===== src/rtl/uart_cmd_parser.sv =====
// Assembles 6-byte command frames (sync, sync, addr, data hi, data lo, checksum)
// from the UART receiver handshake and issues one-cycle configuration writes.
module uart_cmd_parser #(
  parameter int unsigned CLK_FRE    = 50,
  parameter int unsigned TIMEOUT_US = 1000,
  parameter logic [7:0]  HDR0_BYTE  = 8'h55,
  parameter logic [7:0]  HDR1_BYTE  = 8'hAA
) (
  input  logic        clk,
  input  logic        rst_n,
  input  logic [7:0]  rx_data,
  input  logic        rx_rdy,
  output logic        rx_ack,
  output logic        cfg_wr,
  output logic [7:0]  cfg_addr,
  output logic [15:0] cfg_wdata,
  output logic        frame_err,
  output logic        frame_tmo,
  output logic [7:0]  err_cnt
);

  localparam int unsigned TIMEOUT = CLK_FRE * TIMEOUT_US;
  localparam int unsigned TW      = (TIMEOUT > 1) ? $clog2(TIMEOUT) : 1;
  localparam logic [TW-1:0] TMO_LAST = TW'(TIMEOUT - 1);

  typedef enum logic [2:0] {
    S_HDR0,
    S_HDR1,
    S_ADDR,
    S_DHI,
    S_DLO,
    S_CSUM
  } state_t;

  state_t        state, state_next;
  logic [TW-1:0] tmo_cnt;
  logic [7:0]    sum;
  logic [7:0]    addr_tmp;
  logic [7:0]    dhi_tmp;
  logic [7:0]    dlo_tmp;
  logic          armed;
  logic          accept;
  logic          tmo_hit;
  logic          csum_ok;
  logic          wr_set;
  logic          ferr_set;
  logic          err_inc;

  // A held-high rx_rdy is consumed once: re-arm only after it has been seen low.
  assign accept  = rx_rdy && !rx_ack && armed;
  assign tmo_hit = (state != S_HDR0) && !accept && (tmo_cnt == TMO_LAST);
  assign csum_ok = (rx_data == sum);

  // State register
  always_ff @(posedge clk or negedge rst_n) begin
    if (!rst_n) begin
      state <= S_HDR0;
    end else begin
      state <= state_next;
    end
  end

  // Next-state logic; an accept in the timeout cycle takes priority
  always_comb begin
    state_next = state;
    if (accept) begin
      unique case (state)
        S_HDR0:  state_next = (rx_data == HDR0_BYTE) ? S_HDR1 : S_HDR0;
        S_HDR1: begin
          if (rx_data == HDR1_BYTE)      state_next = S_ADDR;
          else if (rx_data == HDR0_BYTE) state_next = S_HDR1;
          else                           state_next = S_HDR0;
        end
        S_ADDR:  state_next = S_DHI;
        S_DHI:   state_next = S_DLO;
        S_DLO:   state_next = S_CSUM;
        S_CSUM:  state_next = S_HDR0;
        default: state_next = S_HDR0;
      endcase
    end else if (tmo_hit) begin
      state_next = S_HDR0;
    end
  end

  // Output decode feeding the registered outputs
  always_comb begin
    wr_set   = 1'b0;
    ferr_set = 1'b0;
    if (accept && (state == S_CSUM)) begin
      wr_set   = csum_ok;
      ferr_set = !csum_ok;
    end
    err_inc = ferr_set || tmo_hit;
  end

  always_ff @(posedge clk or negedge rst_n) begin
    if (!rst_n) begin
      rx_ack    <= 1'b0;
      cfg_wr    <= 1'b0;
      cfg_addr  <= '0;
      cfg_wdata <= '0;
      frame_err <= 1'b0;
      frame_tmo <= 1'b0;
      err_cnt   <= '0;
      tmo_cnt   <= '0;
      sum       <= '0;
      addr_tmp  <= '0;
      dhi_tmp   <= '0;
      dlo_tmp   <= '0;
      armed     <= 1'b1;
    end else begin
      rx_ack    <= accept;
      cfg_wr    <= wr_set;
      frame_err <= ferr_set;
      frame_tmo <= tmo_hit;

      if (!rx_rdy)     armed <= 1'b1;
      else if (accept) armed <= 1'b0;

      if (wr_set) begin
        cfg_addr  <= addr_tmp;
        cfg_wdata <= {dhi_tmp, dlo_tmp};
      end

      if (err_inc && (err_cnt != '1)) err_cnt <= err_cnt + 8'd1;

      if (accept || tmo_hit || (state == S_HDR0)) tmo_cnt <= '0;
      else                                          tmo_cnt <= tmo_cnt + TW'(1);

      if (accept) begin
        unique case (state)
          S_ADDR: begin
            addr_tmp <= rx_data;
            sum      <= rx_data;
          end
          S_DHI: begin
            dhi_tmp <= rx_data;
            sum     <= sum + rx_data;
          end
          S_DLO: begin
            dlo_tmp <= rx_data;
            sum     <= sum + rx_data;
          end
          default: ;
        endcase
      end
    end
  end

endmodule


===== config.mk =====
export PLATFORM = sky130hd
export DESIGN_NAME = uart_cmd_parser
export DESIGN_NICKNAME = d
export VERILOG_FILES = /design/src/rtl/uart_cmd_parser.sv
export SDC_FILE = /design/constraint.sdc
export NUM_CORES = 1
export LEC_CHECK = 0
export CELL_PAD_IN_SITES_DETAIL_PLACEMENT = 1
export CELL_PAD_IN_SITES_GLOBAL_PLACEMENT = 2
export CORE_ASPECT_RATIO = 2
export CORE_MARGIN = 2
export CORE_UTILIZATION = 40
export DETAILED_ROUTE_END_ITERATION = 12
export PLACE_DENSITY_LB_ADDON = 0.1
export SETUP_SLACK_MARGIN = 0.15
export SLEW_MARGIN = 30
export SYNTH_ARGS = -nofsm -noshare
export SYNTH_HDL_FRONTEND = slang
export SYNTH_SLANG_ARGS = --single-unit

===== constraint.sdc =====
create_clock -name clk -period 4.3 [get_ports clk]
set_input_delay 0.43 -clock clk [delete_from_list [all_inputs] [get_ports clk]]
set_output_delay 0.43 -clock clk [all_outputs]
set_load 0.005 [all_outputs]

==> results of run 1 <==
[worst paths after layout]
| path | start | to | slack (ns) |
|---|---|---|---|
| worst min-delay path | rst_n | cfg_wr | 0.16 |
| worst min register to register | addr_tmp[6] | addr_tmp[6] | 0.48 |
| worst max-delay path | rx_data[4] | err_cnt[1] | 1.81 |
| min in group clk | addr_tmp[6] | addr_tmp[6] | 0.48 |
| max in group asynchronous | rst_n | dlo_tmp[5] | 3.25 |
| worst max register to register | sum[5] | err_cnt[1] | 2.18 |
[per-layer routing]
metal / share of wire [%] / wire length, um / track usage [%]
met1: 37 / 3710 / 19.2
met2: 59 / 5940 / 37.5
met3: 2.3 / 229 / 2.83
met4: 1.9 / 194 / 7.36
met5: 0 / 0 / 0
[sequential cells by signal (all words and copies together), names as in the netlist]
signal	cells
frame_err	1
state	3
addr_tmp	8
cfg_wdata	16
frame_tmo	1
cfg_addr	8
cfg_wr	1
dhi_tmp	8
dlo_tmp	8
sum	8
rx_ack	1
tmo_cnt	16
err_cnt	8
armed	1
[power groups by stage]
stage	Combinational [mW]	Clock, mW	Sequential (mW)
after floorplan	0.0213	0	0.847
after global placement	0.0662	0	0.847
after detailed placement	0.0666	0	0.847
after CTS	0.0674	0.860	0.831
after global routing	0.0722	0.890	0.831
final	0.0648	0.835	0.831
[logic make-up after synthesis]
logic type	share of synthesized area, %
muxes	15.5
xor gates and xnor gates	4.74
and+or+nand+nor	16.7
AOI/OAI and AO/OA	5.80
DFF	51.9
buffers and inverters	2.24
adders and majority gates	3.12
[worst max-delay path: stages]
cell and delay, ns:
sky130_fd_sc_hd__clkdlybuf4s50_1 0.60, sky130_fd_sc_hd__ha_1 0.47, sky130_fd_sc_hd__nor3_1 0.21, sky130_fd_sc_hd__and3_2 0.29, sky130_fd_sc_hd__a2bb2oi_4 0.30, sky130_fd_sc_hd__nor2_2 0.09, sky130_fd_sc_hd__mux2_4 0.31
[area by class of cell]
type / count / area (sq um) / share of cell area (%)
clock buffer: 9 / 225 / 4.37
tap: 137 / 171 / 3.33
clock inverter: 6 / 93.8 / 1.82
timing repair buffer: 49 / 480 / 9.33
sequential: 88 / 2200 / 42.8
inverter: 6 / 23.8 / 0.462
multi-input combinational: 245 / 1950 / 37.9
[placed cells by master (no fill, tap or decap), drive strengths merged, types with 4 or more instances in the layout]
master         netlist  final
o21ai               12     12
mux2                47     47
nand2               22     22
a21oi               10     10
nor3                13     13
mux2i                5      5
clkbuf               3      9
nand3               17     17
nor4                 5      5
xor2                16     16
xnor2                7      7
nor2                32     32
inv                  5      6
ha                   9      9
buf                  8      4
clkdlybuf4s50        0     45
dfrtp               87     87
and3                 5      5
nand4                7      7
==> results.py, run 1 <==
metrics = {
    "clock_tree": {
        "htree_num_levels": 3,
        "cts_buffers": 9,
        "postCtsSetupBuffers": 0,
        "worst_skew_pair.late_latency_ns": 0.34,
        "cts_buffer_depth": 2,
        "cts-root-buf": "sky130_fd_sc_hd__clkbuf_16",
        "tritoncts": "yes",
        "clkSinkCount": 88,
        "cts_resized": 0,
        "cts.reportedPaths.clkPinSlew_ns": 0.06,
        "post_cts_hold_buffer_count": 0,
    },
    "global_route": {
        "grt_pass1_wl_um": 16700,
        "grtUsageTotal_pct": 18.9,
        "first_global_vias": 3205,
        "grt_start_max_net_pins": 58,
        "grt-ovfl-total": 0,
        "initial_antenna_violation_count": 0,
    },
    "pwr": {
        "p_clk_share_pct": 48.2,
        "design_power_total_mw": 1.73,
        "internal-power_mw": 1.36,
        "power_density_nw_per_um2": 336,
        "power_switching_share_pct": 21.4,
        "seq_power_share_pct": 48.0,
        "worst_ir_drop_vdd_mv": 0.202,
        "leakagePower_nw": 2.44,
        "p_comb_share_pct": 3.7,
        "sw_power_mw": 0.371,
    },
    "synthesis": {
        "post_synthesis_sequential_element_count": 88,
        "flip_flop_cell_with_the_highest_count_after_synthesis": "sky130_fd_sc_hd__dfrtp_1",
        "synth-edff-count": 0,
        "synth_cells": 350,
        "syn-num-nets": 371,
        "synthDistinctLibCells": 56,
        "synth_top_cell_by_area": "sky130_fd_sc_hd__dfrtp_1",
        "yosys.cell_count.top_type": "sky130_fd_sc_hd__dfrtp_1",
        "synthArstFlopShare_pct": 100,
        "yosys_warnings": 0,
        "synthesized_area_per_cell_sq_um": 12.1,
        "synth_top_cells_by_area": "sky130_fd_sc_hd__dfrtp_1, sky130_fd_sc_hd__mux2_4, sky130_fd_sc_hd__mux2_2, sky130_fd_sc_hd__xor2_1, sky130_fd_sc_hd__ha_1",
        "area_share_of_the_largest_cell_type_after_synthesis_pct": 51.3,
        "synth_common_cells": "sky130_fd_sc_hd__dfrtp_1, sky130_fd_sc_hd__nor2_1, sky130_fd_sc_hd__nand2_1",
        "mappedNetlistArea_sq_um": 4250,
        "synth-seq-area-share_pct": 51.9,
    },
    "placement": {
        "place.port_buffers": 46,
        "routabilityCongestion": 0.752,
        "dp_slack_ns": 1.41,
        "placed_cells": 525,
        "dpl-instance-area_sq_um": 4830,
        "place_hpwl_um": 7290,
    },
    "die": {
        "core_area_sq_um": 10400,
        "rows": 53,
        "die_width_um": 76.9,
        "top_level_ports": 47,
        "die-height_um": 150,
        "initial_utilization_pct": 40.8,
        "design.die.area_sq_um": 11500,
    },
    "layout": {
        "layout-area-overhead-vs-synth_pct": 21.3,
        "final_layout_size_suffix_gt1_share_pct": 19.9,
        "antenna_cells_inserted": 0,
        "final_area_sq_um": 5150,
        "final_std_cells_w_o_fill": 540,
        "utilization_after_layout_pct": 49.5,
        "fill_cell_count": 1131,
        "finish.net_count": 420,
    },
    "min_path": {
        "worstHoldPathType": "in -> async",
    },
    "setup_path": {
        "critical_path_required_ns": 4.52,
        "timing.critical_path.fanout_max": 7,
        "cp.arrival_ns": 2.71,
        "worst_r2r_path_depth": 6,
        "timing.setup.critical_path_class": "in -> reg",
        "timing.critical_path.to_type": "flop",
        "start_kind": "input port",
    },
    "sta": {
        "fmaxAchievable_mhz": 402,
        "timing.slew.headroom_pct": 50.0,
        "clock_skew_ns": 0.00540,
        "grt_setup_unrepaired": "no",
        "holdWs_ns": 0.158,
        "final_max_slew_viol_count": 0,
        "transition_at_the_pin_with_the_smallest_max_transition_slack_ns": 0.751,
        "final_min_period_over_clock_period_pct": 57.9,
        "setup_violations": 0,
        "timing.final.crit_period_ns": 2.49,
        "setup-tns-final_ns": 0,
        "timing.final.ws_setup_ns": 1.81,
        "report.final.hold_viol_count": 0,
    },
    "routing": {
        "num_vias": 2930,
        "routed_via_density": 5.43,
        "post-route-drc-count": 0,
        "router_iterations_before_antenna_repair": 4,
        "initialDrtViolationCount": 70,
        "average_detailed_routed_wire_length_per_instance_um": 18.7,
        "ant_nets": 0,
        "routed_wirelength_um": 10100,
    },
    "outcome": {
        "outcome": "finished, final reports clean",
    },
    "job": {
        "max-cap-violations": 0,
    },
}
Note: power is estimated with default switching activity, not from simulation.
==> run 2, diff against run 1 <==
- CORE_UTILIZATION: 40 -> 38
- clock period: 4.3 -> 2.6 ns (I/O delays scaled with it)
==> results.py, run 2 (synthesis results as in run 1) <==
metrics = {
    "die": {
        "top_level_ports": 47,
        "die_width_um": 78.8,
        "core_area_sq_um": 10900,
        "rows": 54,
        "initial_utilization_pct": 39.0,
        "die-height_um": 154,
        "design.die.area_sq_um": 12100,
    },
    "pwr": {
        "seq_power_share_pct": 47.0,
        "power_switching_share_pct": 21.6,
        "sw_power_mw": 0.630,
        "power_density_nw_per_um2": 552,
        "p_clk_share_pct": 48.7,
        "design_power_total_mw": 2.92,
        "leakagePower_nw": 2.52,
        "worst_ir_drop_vdd_mv": 0.323,
        "internal-power_mw": 2.29,
        "p_comb_share_pct": 4.2,
    },
    "global_route": {
        "first_global_vias": 3221,
        "grt_start_max_net_pins": 50,
        "initial_antenna_violation_count": 0,
        "grt_pass1_wl_um": 17300,
        "grtUsageTotal_pct": 18.8,
        "grt-ovfl-total": 0,
    },
    "clock_tree": {
        "cts_buffer_depth": 2,
        "cts.reportedPaths.clkPinSlew_ns": 0.07,
        "clkSinkCount": 88,
        "cts-root-buf": "sky130_fd_sc_hd__clkbuf_16",
        "cts_buffers": 9,
        "tritoncts": "yes",
        "worst_skew_pair.late_latency_ns": 0.34,
        "cts_resized": 0,
        "htree_num_levels": 3,
    },
    "sta": {
        "setup_violations": 0,
        "timing.slew.headroom_pct": 62.5,
        "final_max_slew_viol_count": 0,
        "clock_skew_ns": 0.00628,
        "transition_at_the_pin_with_the_smallest_max_transition_slack_ns": 0.561,
        "fmaxAchievable_mhz": 454,
        "final_min_period_over_clock_period_pct": 84.7,
        "report.final.hold_viol_count": 0,
        "timing.final.crit_period_ns": 2.20,
        "setup-tns-final_ns": 0,
        "grt_setup_unrepaired": "no",
    },
    "layout": {
        "final_std_cells_w_o_fill": 558,
        "layout-area-overhead-vs-synth_pct": 24.7,
        "antenna_cells_inserted": 0,
        "sequential_cell_area_sq_um": 2200,
        "fill_cell_count": 1162,
        "finish.net_count": 434,
        "final_common_cell": "sky130_fd_sc_hd__dfrtp_1",
        "reg_top3": "cfg_wdata x16, tmo_cnt x16",
        "final_layout_size_suffix_gt1_share_pct": 22.2,
        "utilization_after_layout_pct": 48.7,
        "multi_input_comb_area_sq_um": 1950,
        "most-common-layout-cells": "sky130_fd_sc_hd__dfrtp_1, sky130_fd_sc_hd__clkdlybuf4s50_1, sky130_fd_sc_hd__nor2_1",
    },
    "setup_path": {
        "critical_path.cell_chain": "clkdlybuf4s50_1 -> ha_1 -> nor4_1 -> and3_2 -> a2bb2oi_4 -> nor2_2 -> mux2_4",
        "critical-path-max-stage-delay_ns": 0.46,
        "start_kind": "input port",
        "timing.setup.critical_path_class": "in -> reg",
        "cp.arrival_ns": 2.43,
        "crit_slowest_cell": "sky130_fd_sc_hd__clkdlybuf4s50_1",
        "critical_path_required_ns": 2.83,
        "timing.critical_path.to_type": "flop",
        "timing.critical_path.fanout_max": 7,
    },
    "routing": {
        "post-route-drc-count": 0,
        "router_iterations_before_antenna_repair": 4,
        "num_vias": 2920,
        "ant_nets": 0,
        "initialDrtViolationCount": 65,
        "average_detailed_routed_wire_length_per_instance_um": 18.6,
        "routed_via_density": 5.23,
        "routed_wirelength_um": 10400,
    },
    "placement": {
        "place_hpwl_um": 7870,
        "place.port_buffers": 46,
        "placed_cells": 541,
        "routabilityCongestion": 0.871,
    },
    "outcome": {
        "outcome": "finished, final reports clean",
    },
    "job": {
        "max-cap-violations": 0,
    },
    "min_path": {
        "worstHoldPathType": "in -> async",
    },
}
[run 2: changes by cell type in the layout (fill, tap and decap cells not counted)]
cell,previous run,this run
sky130_fd_sc_hd__clkbuf_8,0,1
sky130_fd_sc_hd__buf_12,0,2
sky130_fd_sc_hd__a21oi_2,1,0
sky130_fd_sc_hd__a21oi_1,9,10
sky130_fd_sc_hd__dlygate4sd3_1,0,1
sky130_fd_sc_hd__clkinv_2,1,2
sky130_fd_sc_hd__buf_4,4,15
sky130_fd_sc_hd__clkinvlp_4,1,0
[run 2: per-stage QoR]
stage / hold WS [ns] / worst slack, ns / cell area (sq um)
3_3_place_gp: 0.277 / 0.0906 / 4950
3_5_place_dp: 0.281 / 0.0591 / 4950
5_1_grt: 0.495 / 0.338 / 5290
6_report: 0.443 / 0.398 / 5290
4_1_cts: 0.460 / 0.402 / 5290
2_1_floorplan: -0.0356 / 0.671 / 4250
[run 2: routing by layer]
| metal | wire length [um] | vias up | global-route usage [%] |
|---|---|---|---|
| li1 | - | 1369 | - |
| met1 | 3930 | 1488 | 20.8 |
| met2 | 5910 | 47 | 34.8 |
| met3 | 245 | 16 | 2.99 |
| met4 | 283 | 0 | 7.52 |
| met5 | 0 | - | 0 |
[run 2: repair_timing]
action	in CTS	in global routing
setup buffers	0	0
hold buffers	1	0
endpoints found under the hold margin	38	0
[run 2: worst paths after layout]
check / to / slack (ns) / depth (start not counted) / start
max reg2reg: err_cnt[1] / 0.41 / 6 / sum[1]
max in group asynchronous: err_cnt[7] / 1.50 / 3 / rst_n
min: cfg_wr / 0.44 / 2 / rst_n
min in group clk: cfg_wdata[15] / 0.49 / 1 / dhi_tmp[7]
max: err_cnt[1] / 0.40 / 7 / rx_data[5]
min reg2reg: cfg_wdata[15] / 0.49 / 1 / dhi_tmp[7]
[run 2: final cells by class]
class / instances / area share [%]
inverter: 6 / 0.449
tap: 140 / 3.31
sequential: 88 / 41.6
multi-input combinational: 245 / 36.8
clock buffer: 10 / 4.51
timing repair buffer: 63 / 11.6
clock inverter: 6 / 1.73
[run 2: power groups by stage]
stage / Combinational [mW] / Sequential, mW / Clock [mW]
after floorplan: 0.0353 / 1.40 / 0
after global placement: 0.127 / 1.40 / 0
after detailed placement: 0.128 / 1.40 / 0
after CTS: 0.129 / 1.37 / 1.46
after global routing: 0.139 / 1.37 / 1.52
final: 0.124 / 1.37 / 1.42
[run 2: worst max-delay path, delay by kind of cell]
family                     cells  cell delay [ns]
AOI/OAI and AO/OA              1             0.29
adders and majority gates      1             0.34
buffers and inverters          1             0.46
muxes                          1             0.31
and+or+nand+nor                3             0.75
